<file path="config.mk">
export PLATFORM = sky130hd
export DESIGN_NAME = enigma_core
export DESIGN_NICKNAME = d
export VERILOG_FILES = /design/src/rtl/enigma_pkg.sv /design/src/rtl/enigma_rotor_pass.sv /design/src/rtl/enigma_core.sv
export SDC_FILE = /design/constraint.sdc
export NUM_CORES = 1
export LEC_CHECK = 0
export CAP_MARGIN = 20
export CORE_ASPECT_RATIO = 2
export CORE_MARGIN = 5
export CORE_UTILIZATION = 41
export CTS_BUF_LIST = sky130_fd_sc_hd__clkbuf_8 sky130_fd_sc_hd__clkbuf_16
export CTS_CLUSTER_DIAMETER = 200
export DETAILED_ROUTE_END_ITERATION = 12
export PLACE_DENSITY = 0.69
export SYNTH_ARGS = -nofsm -noshare
export SYNTH_HDL_FRONTEND = slang
export SYNTH_SLANG_ARGS = --single-unit
</file>
<file path="constraint.sdc">
create_clock -name clk_in -period 8.95 [get_ports clk_in]
set_input_delay 1.3425 -clock clk_in [delete_from_list [all_inputs] [get_ports clk_in]]
set_output_delay 1.3425 -clock clk_in [all_outputs]
set_load 0.02 [all_outputs]
</file>
<file path="src/rtl/enigma_pkg.sv">
// Shared types, wiring tables, notches and modular helpers for the Enigma core.
// Wheel I/II/III and reflector B tables are stored 0-based (A=0..Z=25).
package enigma_pkg;

  typedef logic [4:0] letter_t;

  localparam letter_t ROT_I [26] = '{
    5'd4,  5'd10, 5'd12, 5'd5,  5'd11, 5'd6,  5'd3,  5'd16, 5'd21, 5'd25, 5'd13, 5'd19, 5'd14,
    5'd22, 5'd24, 5'd7,  5'd23, 5'd20, 5'd18, 5'd15, 5'd0,  5'd8,  5'd1,  5'd17, 5'd2,  5'd9};
  localparam letter_t ROT_I_INV [26] = '{
    5'd20, 5'd22, 5'd24, 5'd6,  5'd0,  5'd3,  5'd5,  5'd15, 5'd21, 5'd25, 5'd1,  5'd4,  5'd2,
    5'd10, 5'd12, 5'd19, 5'd7,  5'd23, 5'd18, 5'd11, 5'd17, 5'd8,  5'd13, 5'd16, 5'd14, 5'd9};
  localparam letter_t ROT_II [26] = '{
    5'd0,  5'd9,  5'd3,  5'd10, 5'd18, 5'd8,  5'd17, 5'd20, 5'd23, 5'd1,  5'd11, 5'd7,  5'd22,
    5'd19, 5'd12, 5'd2,  5'd16, 5'd6,  5'd25, 5'd13, 5'd15, 5'd24, 5'd5,  5'd21, 5'd14, 5'd4};
  localparam letter_t ROT_II_INV [26] = '{
    5'd0,  5'd9,  5'd15, 5'd2,  5'd25, 5'd22, 5'd17, 5'd11, 5'd5,  5'd1,  5'd3,  5'd10, 5'd14,
    5'd19, 5'd24, 5'd20, 5'd16, 5'd6,  5'd4,  5'd13, 5'd7,  5'd23, 5'd12, 5'd8,  5'd21, 5'd18};
  localparam letter_t ROT_III [26] = '{
    5'd1,  5'd3,  5'd5,  5'd7,  5'd9,  5'd11, 5'd2,  5'd15, 5'd17, 5'd19, 5'd23, 5'd21, 5'd25,
    5'd13, 5'd24, 5'd4,  5'd8,  5'd22, 5'd6,  5'd0,  5'd10, 5'd12, 5'd20, 5'd18, 5'd16, 5'd14};
  localparam letter_t ROT_III_INV [26] = '{
    5'd19, 5'd0,  5'd6,  5'd1,  5'd15, 5'd2,  5'd18, 5'd3,  5'd16, 5'd4,  5'd20, 5'd5,  5'd21,
    5'd13, 5'd25, 5'd7,  5'd24, 5'd8,  5'd23, 5'd9,  5'd22, 5'd11, 5'd17, 5'd10, 5'd14, 5'd12};
  localparam letter_t REFL_B [26] = '{
    5'd24, 5'd17, 5'd20, 5'd7,  5'd16, 5'd18, 5'd11, 5'd3,  5'd15, 5'd23, 5'd13, 5'd6,  5'd14,
    5'd10, 5'd12, 5'd8,  5'd4,  5'd1,  5'd5,  5'd25, 5'd2,  5'd22, 5'd21, 5'd9,  5'd0,  5'd19};

  // Turnover positions: the wheel carries its left neighbour when stepping off these.
  localparam letter_t NOTCH_I   = 5'd16;  // Q
  localparam letter_t NOTCH_II  = 5'd4;   // E
  localparam letter_t NOTCH_III = 5'd21;  // V

  typedef enum logic [3:0] {
    S_IDLE, S_STEP, S_R_FWD, S_M_FWD, S_L_FWD, S_REFL,
    S_L_BWD, S_M_BWD, S_R_BWD, S_OUT
  } state_e;

  typedef enum logic [1:0] {ROTOR_I, ROTOR_II, ROTOR_III} rotor_e;
  typedef enum logic {DIR_FWD, DIR_BWD} dir_e;

  // (a + b) mod 26 for operands already in 0..25
  function automatic letter_t add26(letter_t a, letter_t b);
    logic [5:0] s;
    s = {1'b0, a} + {1'b0, b};
    if (s >= 6'd26) s = s - 6'd26;
    return s[4:0];
  endfunction

  // (a - b) mod 26; a negative 6-bit difference has bit 5 set
  function automatic letter_t sub26(letter_t a, letter_t b);
    logic [5:0] d;
    d = {1'b0, a} - {1'b0, b};
    if (d[5]) d = d + 6'd26;
    return d[4:0];
  endfunction

  // Fold an out-of-range 5-bit position (26..31) back into 0..25
  function automatic letter_t wrap26(letter_t v);
    return (v >= 5'd26) ? v - 5'd26 : v;
  endfunction

endpackage

</file>
<file path="src/rtl/enigma_rotor_pass.sv">
// One combinational pass through a selected wheel at a given position,
// either toward the reflector (forward) or back from it (inverse table).
module enigma_rotor_pass
  import enigma_pkg::*;
(
  input  letter_t c,
  input  letter_t p,
  input  dir_e    dir,
  input  rotor_e  rotor_sel,
  output letter_t c_out
);

  letter_t idx;
  letter_t wired;

  assign idx = add26(c, p);

  // Wheel wiring lookup for the selected wheel and direction
  always_comb begin
    wired = '0;
    case (rotor_sel)
      ROTOR_I:   wired = (dir == DIR_FWD) ? ROT_I[idx]   : ROT_I_INV[idx];
      ROTOR_II:  wired = (dir == DIR_FWD) ? ROT_II[idx]  : ROT_II_INV[idx];
      ROTOR_III: wired = (dir == DIR_FWD) ? ROT_III[idx] : ROT_III_INV[idx];
      default:   wired = '0;
    endcase
  end

  assign c_out = sub26(wired, p);

endmodule

</file>
<file path="src/rtl/enigma_core.sv">
// Enigma I cipher engine: wheels I-II-III (left to right), reflector B,
// rings at A, no plugboard. One letter walks through the wheels one pass
// per cycle; the finished pair is held for the display stage.
module enigma_core
  import enigma_pkg::*;
(
  input  logic        clk_in,
  input  logic        rst_in,
  input  logic        key_valid_in,
  input  logic [4:0]  key_letter_in,
  input  logic        pos_load_in,
  input  logic [14:0] pos_in,
  output logic        ready_out,
  output logic        code_valid_out,
  output logic [4:0]  orig_letter_out,
  output logic [4:0]  code_letter_out,
  output logic [14:0] rotor_pos_out
);

  state_e  state_reg, state_next;
  letter_t pos_l_reg, pos_m_reg, pos_r_reg;
  letter_t c_reg;
  letter_t key_reg;
  letter_t orig_reg, code_reg;
  letter_t load_pos [3];  // 0=right, 1=middle, 2=left
  logic    key_ok;

  letter_t pass_p;
  dir_e    pass_dir;
  rotor_e  pass_sel;
  letter_t pass_out;

  assign key_ok = key_valid_in && (key_letter_in != 5'd0) && (key_letter_in <= 5'd26);

  genvar gi;
  generate
    for (gi = 0; gi < 3; gi++) begin : g_load
      assign load_pos[gi] = wrap26(pos_in[gi*5 +: 5]);
    end
  endgenerate

  // State register
  always_ff @(posedge clk_in) begin
    if (rst_in) state_reg <= S_IDLE;
    else        state_reg <= state_next;
  end

  // Next state: a fixed walk through the wheels once a key is taken
  always_comb begin
    state_next = state_reg;
    case (state_reg)
      S_IDLE:  if (!pos_load_in && key_ok) state_next = S_STEP;
      S_STEP:  state_next = S_R_FWD;
      S_R_FWD: state_next = S_M_FWD;
      S_M_FWD: state_next = S_L_FWD;
      S_L_FWD: state_next = S_REFL;
      S_REFL:  state_next = S_L_BWD;
      S_L_BWD: state_next = S_M_BWD;
      S_M_BWD: state_next = S_R_BWD;
      S_R_BWD: state_next = S_OUT;
      S_OUT:   state_next = S_IDLE;
      default: state_next = S_IDLE;
    endcase
  end

  // Handshake outputs decoded from the state
  always_comb begin
    ready_out      = (state_reg == S_IDLE);
    code_valid_out = (state_reg == S_OUT);
  end

  // Steer the shared wheel pass to the wheel/direction of the current state
  always_comb begin
    pass_p   = pos_r_reg;
    pass_dir = DIR_FWD;
    pass_sel = ROTOR_III;
    case (state_reg)
      S_M_FWD: begin pass_p = pos_m_reg; pass_sel = ROTOR_II; end
      S_L_FWD: begin pass_p = pos_l_reg; pass_sel = ROTOR_I; end
      S_L_BWD: begin pass_p = pos_l_reg; pass_sel = ROTOR_I;   pass_dir = DIR_BWD; end
      S_M_BWD: begin pass_p = pos_m_reg; pass_sel = ROTOR_II;  pass_dir = DIR_BWD; end
      S_R_BWD: begin pass_p = pos_r_reg; pass_sel = ROTOR_III; pass_dir = DIR_BWD; end
      default: ;
    endcase
  end

  enigma_rotor_pass u_pass (
    .c         (c_reg),
    .p         (pass_p),
    .dir       (pass_dir),
    .rotor_sel (pass_sel),
    .c_out     (pass_out)
  );

  // Positions, letter datapath and held output letters
  always_ff @(posedge clk_in) begin
    if (rst_in) begin
      pos_l_reg <= '0;
      pos_m_reg <= '0;
      pos_r_reg <= '0;
      c_reg     <= '0;
      key_reg   <= '0;
      orig_reg  <= '0;
      code_reg  <= '0;
    end else begin
      case (state_reg)
        S_IDLE: begin
          // A load in the same cycle as a key takes priority; the key is lost
          if (pos_load_in) begin
            pos_r_reg <= load_pos[0];
            pos_m_reg <= load_pos[1];
            pos_l_reg <= load_pos[2];
          end else if (key_ok) begin
            key_reg <= key_letter_in;
            c_reg   <= key_letter_in - 5'd1;
          end
        end
        S_STEP: begin
          // Middle at its notch moves itself and the left wheel (double-step)
          pos_r_reg <= add26(pos_r_reg, 5'd1);
          if (pos_r_reg == NOTCH_III || pos_m_reg == NOTCH_II)
            pos_m_reg <= add26(pos_m_reg, 5'd1);
          if (pos_m_reg == NOTCH_II)
            pos_l_reg <= add26(pos_l_reg, 5'd1);
        end
        S_R_FWD, S_M_FWD, S_L_FWD, S_L_BWD, S_M_BWD: c_reg <= pass_out;
        S_REFL: c_reg <= REFL_B[c_reg];
        S_R_BWD: begin
          c_reg    <= pass_out;
          orig_reg <= key_reg;
          code_reg <= pass_out + 5'd1;
        end
        default: ;
      endcase
    end
  end

  assign orig_letter_out = orig_reg;
  assign code_letter_out = code_reg;
  assign rotor_pos_out   = {pos_l_reg, pos_m_reg, pos_r_reg};

endmodule

</file>
# After elaboration in Yosys (flattened, before gate mapping)
# Memory sizes are Yosys's and may differ from the RTL's.
# Cells that the tools add are included.
# totals
mem_bits_ro	1120
ram_bits	0
input_bits	24
mem_count	7
latchBits	0
reg_bits	39
out_inout_bits	27
# classes
div_mod_pow	0
n_mux	42
addsub	15
shift	0
n_lt_le_gt_ge	10
mul	0
n_reduce_logical	19
eq_ne	19
bitwise_logic	3
# memory_table
name	words	width	rd	rd_clocked_by_memory_dff	write_ports	line	rtl
(no name shown)	32	5	1	0	0	enigma_rotor_pass.sv:23	ROTOR_II: wired = (dir == DIR_FWD) ? ROT_II[idx] : ROT_II_INV[idx];
(no name shown)	32	5	1	0	0	enigma_rotor_pass.sv:22	ROTOR_I: wired = (dir == DIR_FWD) ? ROT_I[idx] : ROT_I_INV[idx];
(no name shown)	32	5	1	0	0	enigma_rotor_pass.sv:24	ROTOR_III: wired = (dir == DIR_FWD) ? ROT_III[idx] : ROT_III_INV[idx];
(no name shown)	32	5	1	0	0	enigma_rotor_pass.sv:23	
(no name shown)	32	5	1	0	0	enigma_rotor_pass.sv:22	
(no name shown)	32	5	1	0	0	enigma_rotor_pass.sv:24	
+1 memories	n/a	n/a	n/a	n/a	n/a	n/a	
# ops
op	n
2-to-1 mux 5 bit	32
case mux 5 bit (2 select lines)	4
case mux 4 bit (9 select lines)	1
subtractor 5 bit (second input constant)	7
case mux 5 bit (3 select lines)	2
>= comparator 6 x 5 -> 1 bit (second input constant)	4
adder 5 x 1 -> 6 bit (second input constant)	3
equality test 4 x 3 -> 1 bit (second input constant)	4
>= comparator 5 bit (second input constant)	3
>= comparator 6 bit (second input constant)	2
NOT 5 -> 6 bit	2
AND reduction 3 bit	4
equality test 4 x 2 -> 1 bit (second input constant)	2
equality test 4 bit (second input constant)	2
inequality test 2 bit (second input constant)	4
adder 5 x 5 -> 6 bit	1
OR reduction 6 bit	1
subtractor 5 x 5 -> 6 bit	1
adder 5 x 1 -> 5 bit (second input constant)	1
adder 5 bit (second input constant)	1
equality test 5 x 3 -> 1 bit (second input constant)	1
equality test 5 bit (second input constant)	1
<= comparator 5 bit (second input constant)	1
nonzero test 5 bit	1
other kinds (19)	23

# Depth between registers and ports, before layout
# Gate-level depths: netlist (run 1).
# logic_depth
ltp_word	16
ltp_mapped	34

# Cells and area by module
# Synthesis (run 1) repeated with hierarchy kept, for this count alone.
# hier_totals
hier_cells	839
hier_area_um2	5916.9
# by_module_without_submodules
module	cells_per_inst	seq_area_each_um2	instances	area_each_um2
enigma_core	494	780.7	1	3589.7
enigma_rotor_pass	345	0.0	1	2327.2

# Least setup slack after synthesis (run 1)
# OpenSTA, ideal clock, no wires.
# synth_path
path_kind	reg2reg
startpoint	register state_reg[3]
endpoint	register code_reg[4], in the netlist code_letter_out[4]
t_arrival_ps	6518
setup_slack_ps	2361
n_path_buf	2
stages_incl_launch_ff	32
path_cell_list	dfxtp_1 -> clkbuf_1 -> nor2b_1 -> and2_1 -> clkbuf_1 -> nor2_1 -> and2_1 -> a221o_1 -> ha_1 -> and3_4 -> or3_4 -> nand2_2 -> o21ai_0 -> o211ai_2 -> ha_1 -> inv_1 -> nor2_1 -> a2111oi_0 -> a2111oi_1 -> a311o_1 -> o221ai_2 -> ha_1 -> nor2b_1 -> o21ai_0 -> a21oi_1 -> o21a_1 -> nor2_1 -> xor2_1 -> ha_1 -> a31o_2 -> nand3_1 -> a21oi_1
# synth_between
elab_chain_len	16
elab_cells_between_ends	45
classes_between	add/sub (5); order compare (1); eq/ne (7); mux (21); bitwise (1); reduce/logical (4); memory (6)
# synth_rtl
element	line	rtl
start, declared	enigma_core.sv:20	state_e state_reg, state_next;
start signal, assigned	enigma_core.sv:45	else state_reg <= state_next;
equality test 4 x 3 -> 1 bit or equality test 4 x 2 -> 1 bit (tied branches)	enigma_core.sv:77	case (state_reg)
OR reduction 2 bit (no source line)	n/a	
case mux 5 bit (2 select lines)	enigma_core.sv:77	
adder 5 x 5 -> 6 bit	enigma_pkg.sv:45	s = {1'b0, a} + {1'b0, b};
subtractor 5 bit or >= comparator 6 x 5 -> 1 bit (tied branches)	enigma_pkg.sv:46	if (s >= 6'd26) s = s - 6'd26;
2-to-1 mux 5 bit	enigma_pkg.sv:46	
NOT 5 -> 6 bit (not written as such)	enigma_rotor_pass.sv:22, enigma_rotor_pass.sv:23, enigma_rotor_pass.sv:24	
memory (32 x 5 bit) (on tied branches)	n/a	
2-to-1 mux 5 bit (on tied branches) (3 in series)	enigma_rotor_pass.sv:24, enigma_rotor_pass.sv:22, enigma_rotor_pass.sv:23	
case mux 5 bit (3 select lines)	enigma_rotor_pass.sv:21	case (rotor_sel)
subtractor 5 x 5 -> 6 bit	enigma_pkg.sv:53	d = {1'b0, a} - {1'b0, b};
adder 5 bit	enigma_pkg.sv:54	if (d[5]) d = d + 6'd26;
2-to-1 mux 5 bit	enigma_pkg.sv:54	
adder 5 x 1 -> 5 bit	enigma_core.sv:131	code_reg <= pass_out + 5'd1;
end signal, assigned	enigma_core.sv:131	
end, declared	enigma_core.sv:24	letter_t orig_reg, code_reg;
# Parallel ways exist; a longest one is shown, timed or not. The select of a mux whose other input is x is not followed.
# A chain may end at the register's enable or synchronous reset.

# Final worst setup path (run 1)
# layout_path
startpoint	register state_reg[1]
endpoint	register code_reg[4], in the netlist code_letter_out[4]
# Same word-level chain as after synthesis.

==> impl_results.md, run 1 <==
* Post-DP HPWL at 14390 um
* Post-Syn Area at 0.005061 sq mm
* Total track usage at 26.70%
* Worst path bufs/invs at 1
* Area leader, netlist: dfxtp_1
* Placed standard-cell area at about 0.0056 sq mm
* Final instance area at 0.005821 sq mm
* Pre-antenna DRT Iters at 8
* Clock Skews at roughly 0.0037 ns
* EDFF count, synth at 0
* Clk slew on worst S/H paths at 0.06 ns
* Max IR drop VDD at 186.7 uV
* Initial Utilization at 41.74%
* CTS resizes at 0
* Placed insts at 875
* Cts hold-fix bufs at 0
* Most common cell after layout, fill and taps aside: a21oi_1
* # clock sinks at 39
* Die area at ~0.015 sq mm
* Net Count, Synth at 789
* Chip width at 88.56 um
* Post-Synth Adder-Cell Area at 12.90%
* Total length of routed wires at 19260 um
* Worst Path Required at 9.17 ns
* Layout area overhead at 15.01%
* Synth Area in XOR/XNOR at 5.192%
* Non-filler cells, final at 883
* DR vias/cell at 6.728
* CORE AREA at 0.01212 sq mm
* Largest family of logic cells by synthesized area: compound AO/OA/AOI/OAI gates
* CTS max path bufs at 2
* Final slew viol count at 0
* Mapped Cells at 714
* Clock latency on the worst-skew pair at 0.29 ns
* Synth Area per Inst at 7.088 sq um
* Core Rows at between 50 and 60
* Input/output buffers at 50
* Vias in the first global route at between 6000 and 7000
* Largest net degree at the start of global routing at 40
* Netlist cell types at between 70 and 80
* Pwr Density at 308.6 mW/mm^2
* Seq/Total Area, Yosys at between 10% and 20%
* Max_cap viols at 0
* Final hold violation count at 0
* Post-synthesis simple-gate area fraction at 21.26%
* Starting DRT DRC Count at roughly 460
* FF+latch count, synth at 39
* Compound-Gate Fraction of Synth Area at 34.64%
* Vias at about 5900
* Status: finished, final reports clean
* Asr flop ratio synth at 0%
* Routability congestion estimate at approximately 1.1
* Share of layout cells above drive strength 1 at 5.163%
* CTS buffer count at 5
* First-pass GRT wire length at 31090 um
* Worst path slowest cell: o211ai_2
* Leakage at 2.206 nW
* ANT cells at 0
* Setup_tns at 0 ns
* Slew HR at around 32%
* Max Freq at 126.0 MHz
* DRC at 0
* Crit path launch type: register
* Top post-synthesis cells by area: dfxtp_1, ha_1, a21oi_1
* Antenna violations before repair at 0
* Kind of end point of the critical path: register
* Drt wl/cell at 21.81 um
* Setup Buffers After CTS at 0
* Final net count at 810
* Period minus WS final at 7.939 ns
* Critical Path Fanout Max at 13
* Endpoints failing setup at 0
* Worst Setup Path Type: register to register
* ANT nets after route at 0
* Crit path top cell by count: nor2_1
* Most frequent cells in the layout: a21oi_1, nand2_1, nor2_1
* RSZ-0062 raised after global routing: no
* CP max stage delay at 0.68 ns
* Worst EP arrival at 8.16 ns
* Mux contribution to synthesized area at 4.326%
* Num ports at between 50 and 60
* Root Driver: clkbuf_16
* Die H at 167.1 um
* Worst Tran Pin Value at 1.009 ns
* HP Class: register to register
* CP delay by family, top: compound AO/OA/AOI/OAI gates
* Period utilisation layout at 88.70%
* Grt total ovfl at 0
* Main synth FF type: dfxtp_1
* H-tree levels at 2
* CTS tree: built
* Yosys warns at 0
* Post-synth top area share at 15.43%
-- Yosys cell counts (4+ instances only) --
library cell / instances
a21oi_1: 78
nand2_1: 72
nor2_1: 63
ha_1: 49
o21ai_0: 49
dfxtp_1: 39
inv_1: 35
clkbuf_1: 33
nand3_1: 30
mux2i_1: 17
nor3_1: 17
xnor2_1: 16
a211oi_1: 14
xor2_1: 14
o211ai_1: 13
a311oi_1: 11
buf_2: 10
a2111oi_0: 8
a31oi_1: 8
nand2b_1: 8
o31ai_1: 8
o22ai_1: 7
or3_1: 7
a221o_1: 6
o221ai_1: 6
a221oi_1: 5
and3_1: 5
a21o_1: 4
a22oi_1: 4
nor2b_1: 4
o2111ai_1: 4
-- stage by stage --
step	total power, W	setup slack (ns)	util (%)	hold WS [ns]
finish	0.001796	1.011	48.01	0.4534
global route	0.001923	0.4971	48.01	0.4806
CTS	0.001746	1.226	48.01	0.4563
detailed placement	0.001502	1.255	46.45	0.4487
global placement	0.001492	1.538	46.45	0.4414
floorplan	0.001154	2.361	-	0.4316
-- layout make-up --
class | instances | area, sq um
fillers | 1252 | 6304
multi-input cells | 594 | 3968
flip-flops and latches | 39 | 780.7
repair buffers | 58 | 560.5
well taps | 147 | 183.9
inverters | 37 | 138.9
clock buffers | 5 | 125.1
clock inverters | 3 | 63.81
-- worst min-delay path, stage by stage, from the launching register on --
cell	delay, ns
dfxtp_1	0.31
nand2_1	0.05
a21oi_1	0.05
-- routing by layer --
metal | vias up | wire length (um) | track usage [%]
li1 | 2700 | - | -
met2 | 364 | 10130 | 47.54
met4 | 0 | 1670 | 20.53
met1 | 2750 | 6280 | 26.64
met3 | 127 | 1178 | 3.589
met5 | - | 0 | 0
-- final timing paths --
| check | startpoint | end | slack, ns | cells after the start |
|---|---|---|---|---|
| worst max-delay path | state_reg[1]$_SDFFE_PP0P_ | code_letter_out[4]$_SDFFE_PP0P_ | 1.01 | 29 |
| worst min-delay path | code_letter_out[1]$_SDFFE_PP0P_ | code_letter_out[1]$_SDFFE_PP0P_ | 0.45 | 2 |
| worst max register to register | state_reg[1]$_SDFFE_PP0P_ | code_letter_out[4]$_SDFFE_PP0P_ | 1.01 | 29 |
| worst min register to register | code_letter_out[1]$_SDFFE_PP0P_ | code_letter_out[1]$_SDFFE_PP0P_ | 0.45 | 2 |
-- power breakdown --
group / leakage [nW] / switching, W / internal, W
Combinational: 1.79 / 0.000855 / 0.000475
Sequential: 0.319 / 0.0000390 / 0.000189
Clock: 0.0952 / 0.0000787 / 0.000159
Total: 2.21 / 0.000973 / 0.000823
-- kinds of logic (layout without fill, tap and decap cells) --
group | after synthesis | in the layout
AND/OR/NAND/NOR | 230 | 230
XOR/XNOR | 30 | 30
multiplexers | 21 | 21
buffers and inverters | 81 | 103
AO/OA/AOI/OAI | 262 | 262
flip-flops | 39 | 39
adder cells (fa/ha/maj) | 51 | 51
Power figures use the tool's default switching activity.
==> run 2: changes to the inputs <==
ABC_AREA = 1   (was not set)
==> impl_results.md, run 2 <==
* Period minus WS final at 6.861 ns (-1.078 ns)
* Worst reg-to-reg setup slack at 2.09 ns (+1.08 ns)
* Clock latency on the worst-skew pair at 0.29 ns (about the same)
* Net Count, Synth at 908 (+15%)
* Routability congestion estimate at 1.046 (-5.4%)
* HP Class: register to register
* Main synth FF type: dfxtp_1
* Input/output buffers at 50 (unchanged)
* Max Freq at 145.8 MHz (+16%)
* Clk slew on worst S/H paths at 0.06 ns (about the same)
* DRC at 0 (unchanged)
* Total length of routed wires at 17410 um (-9.6%)
* Reg2Reg Depth at 32 (+10%)
* Worst Setup Path Type: register to register
* CORE AREA at 0.01170 sq mm (-3.5%)
* Max_cap viols at 0 (unchanged)
* Worst hold slack at 0.4813 ns (+0.02786 ns)
* CP delay by family, top: simple AND/OR/NAND/NOR gates
* DR vias/cell at 5.685 (-16%)
* Top post-synthesis cells by area: nand2_1, dfxtp_1, ha_1
* Netlist cell types at 38 (-51%)
* Starting DRT DRC Count at 238 (-48%)
* Top post-synthesis cells by count: nand2_1, inv_1, nand3_1
* Vias at 5770 (-2.9%)
* Layout area overhead at 15.53%
* Chip width at 87.10 um (-1.6%)
* Die area at 0.01430 sq mm (-3.4%)
* Clock Skews at 0.004290 ns (+0.0006137 ns)
* Seq/Total Area, Yosys at 16.02% (+0.59 points)
* Die H at 164.2 um (-1.7%)
* CP max stage delay at 0.63 ns (-0.05 ns)
* Root Driver: clkbuf_16
* Final slew viol count at 0 (unchanged)
* Most common cell after layout, fill and taps aside: nand2_1
* FF+latch count, synth at 39 (unchanged)
* Core Rows at 56 (-1.8%)
* Post-Syn Area at 0.004875 sq mm (-3.7%)
* Area leader, netlist: nand2_1
* Worst Tran Pin Value at 1.053 ns (+0.04360 ns)
* Count leader, synth: nand2_1
* H-tree levels at 2 (unchanged)
* Setup_tns at 0 ns (unchanged)
* RSZ-0062 raised after global routing: no
* Reg-to-reg endpoint: code_letter_out[4]$_SDFFE_PP0P_
* CTS resizes at 0 (unchanged)
* Mapped Cells at 833 (+17%)
* Cts hold-fix bufs at 0 (unchanged)
* # fillers at 1211 (-3.3%)
* Worst hold path depth at 2 (unchanged)
* Slew HR at 29.57% (-2.6 points)
* Endpoints failing setup at 0 (unchanged)
* Num ports at 51 (unchanged)
* Pre-antenna DRT Iters at 5 (-3)
* Multi-input logic area at 0.003557 sq mm (-10%)
* Vias in the first global route at 5878 (-4.5%)
* First-pass GRT wire length at 27970 um (-10%)
* Final hold violation count at 0 (unchanged)
* Yosys warns at 0 (unchanged)
* Reg2reg start: state_reg[1]$_SDFFE_PP0P_
* Asr flop ratio synth at 0% (unchanged)
* ANT nets after route at 0 (unchanged)
* Post-DP HPWL at 14050 um (-2.4%)
* Grt total ovfl at 0 (unchanged)
* Worst EP arrival at 7.00 ns (-1.16 ns)
* Worst path slowest cell: fa_1
* Worst path bufs/invs at 4 (+3)
* Fin util at 48.13% (+0.12 points)
* CTS tree: built
* Post-synth top area share at 16.63% (+1.2 points)
* CTS buffer count at 5 (unchanged)
* # clock sinks at 39 (unchanged)
* Storage element area at 780.7 sq um (unchanged)
* Worst Path Required at 9.09 ns (-0.08 ns)
* Kind of end point of the critical path: register
* Largest net degree at the start of global routing at 34 (-15%)
* Hold Crit Start: key_reg[3]$_SDFFE_PP0P_
* Period utilisation layout at 76.66% (-12 points)
* Status: finished, final reports clean
* Initial Utilization at 41.66% (-0.085 points)
* Crit path launch type: register
* Crit path top cell by count: nand2_1
* Final net count at 944 (+17%)
* Drt wl/cell at 17.15 um (-21%)
* CTS max path bufs at 2 (unchanged)
* Endpoint, Worst Hold: orig_letter_out[3]$_SDFFE_PP0P_
* EDFF count, synth at 0 (unchanged)
* Total track usage at 24.91% (-1.8 points)
* Share of layout cells above drive strength 1 at 3.908% (-1.3 points)
* Setup Buffers After CTS at 0 (unchanged)
* Antenna violations before repair at 0 (unchanged)
* Synth Area per Inst at 5.852 sq um (-17%)
* Most frequent cells in the layout: nand2_1, inv_1, nand3_1
* Critical Path Fanout Max at 33 (+20)
* ANT cells at 0 (unchanged)
-- run 2: cell count changes after synthesis, moves of 10 or more --
cell,change
nand2_1,+144
inv_1,+71
nand3_1,+64
a21oi_1,-22
o21ai_0,+22
clkbuf_1,-20
mux2i_1,-17
xnor2_1,-13
nor2_1,+12
nor3_1,-12
a211oi_1,-10
a311oi_1,-10
-- run 2: kinds of logic (layout without fill, tap and decap cells) --
family | after synthesis | in the layout | synth area share (%)
adders and majority gates | 51 | 51 | 13.40
AOI/OAI and AO/OA | 165 | 165 | 18.94
and+or+nand+nor | 419 | 419 | 36.52
xor gates and xnor gates | 22 | 22 | 4.107
buffers and inverters | 137 | 174 | 11.01
DFF | 39 | 39 | 16.02
-- run 2: worst max-delay path by stage --
stage,from,to,slack [ns],cells past startpoint
2_1_floorplan,state_reg[2]$_SDFFE_PP0P_,code_letter_out[4]$_SDFFE_PP0P_,3.73,32
3_3_place_gp,state_reg[0]$_SDFFE_PP0P_,code_letter_out[4]$_SDFFE_PP0P_,2.31,32
3_5_place_dp,state_reg[0]$_SDFFE_PP0P_,code_letter_out[4]$_SDFFE_PP0P_,2.18,32
4_1_cts,state_reg[1]$_SDFFE_PP0P_,code_letter_out[4]$_SDFFE_PP0P_,2.16,32
5_1_grt,state_reg[1]$_SDFFE_PP0P_,code_letter_out[4]$_SDFFE_PP0P_,1.45,36
6_report,state_reg[1]$_SDFFE_PP0P_,code_letter_out[4]$_SDFFE_PP0P_,2.09,32
-- run 2: per-stage QoR --
step | std cells | setup slack [ns] | cell area [sq um]
2_1_floorplan | 833 | 3.727 | 4875
3_3_place_gp | 1006 | 2.308 | 5455
3_5_place_dp | 1006 | 2.181 | 5455
4_1_cts | 1014 | 2.163 | 5624
5_1_grt | 1015 | 1.453 | 5632
6_report | 1015 | 2.089 | 5632
-- run 2: metal layers --
layer / GRT usage [%] / vias to the layer above / wire length (um)
met5: 0 / - / 0
met4: 21.37 / 0 / 1670
met3: 2.912 / 100 / 779
met2: 48.55 / 237 / 9570
met1: 20.98 / 2612 / 5391
li1: - / 2821 / -
-- run 2: final cells by class --
type                       count  share of cell area [%]
multi-input combinational    657                   63.16
sequential                    39                   13.86
timing repair buffer          52                   9.154
inverter                     114                   7.598
clock inverter                 3                  0.7776
tap                          145                   3.222
clock buffer                   5                   2.222
-- run 2: worst min-delay path: stages (launching register included) --
cell and delay, ns:
dfxtp_1 0.32, nor2_1 0.05, nor2_1 0.08
Power of run 2 is left out: the tool's default activity adds up to more than one toggle a clock period on the data nets, which glitch-free logic cannot reach.
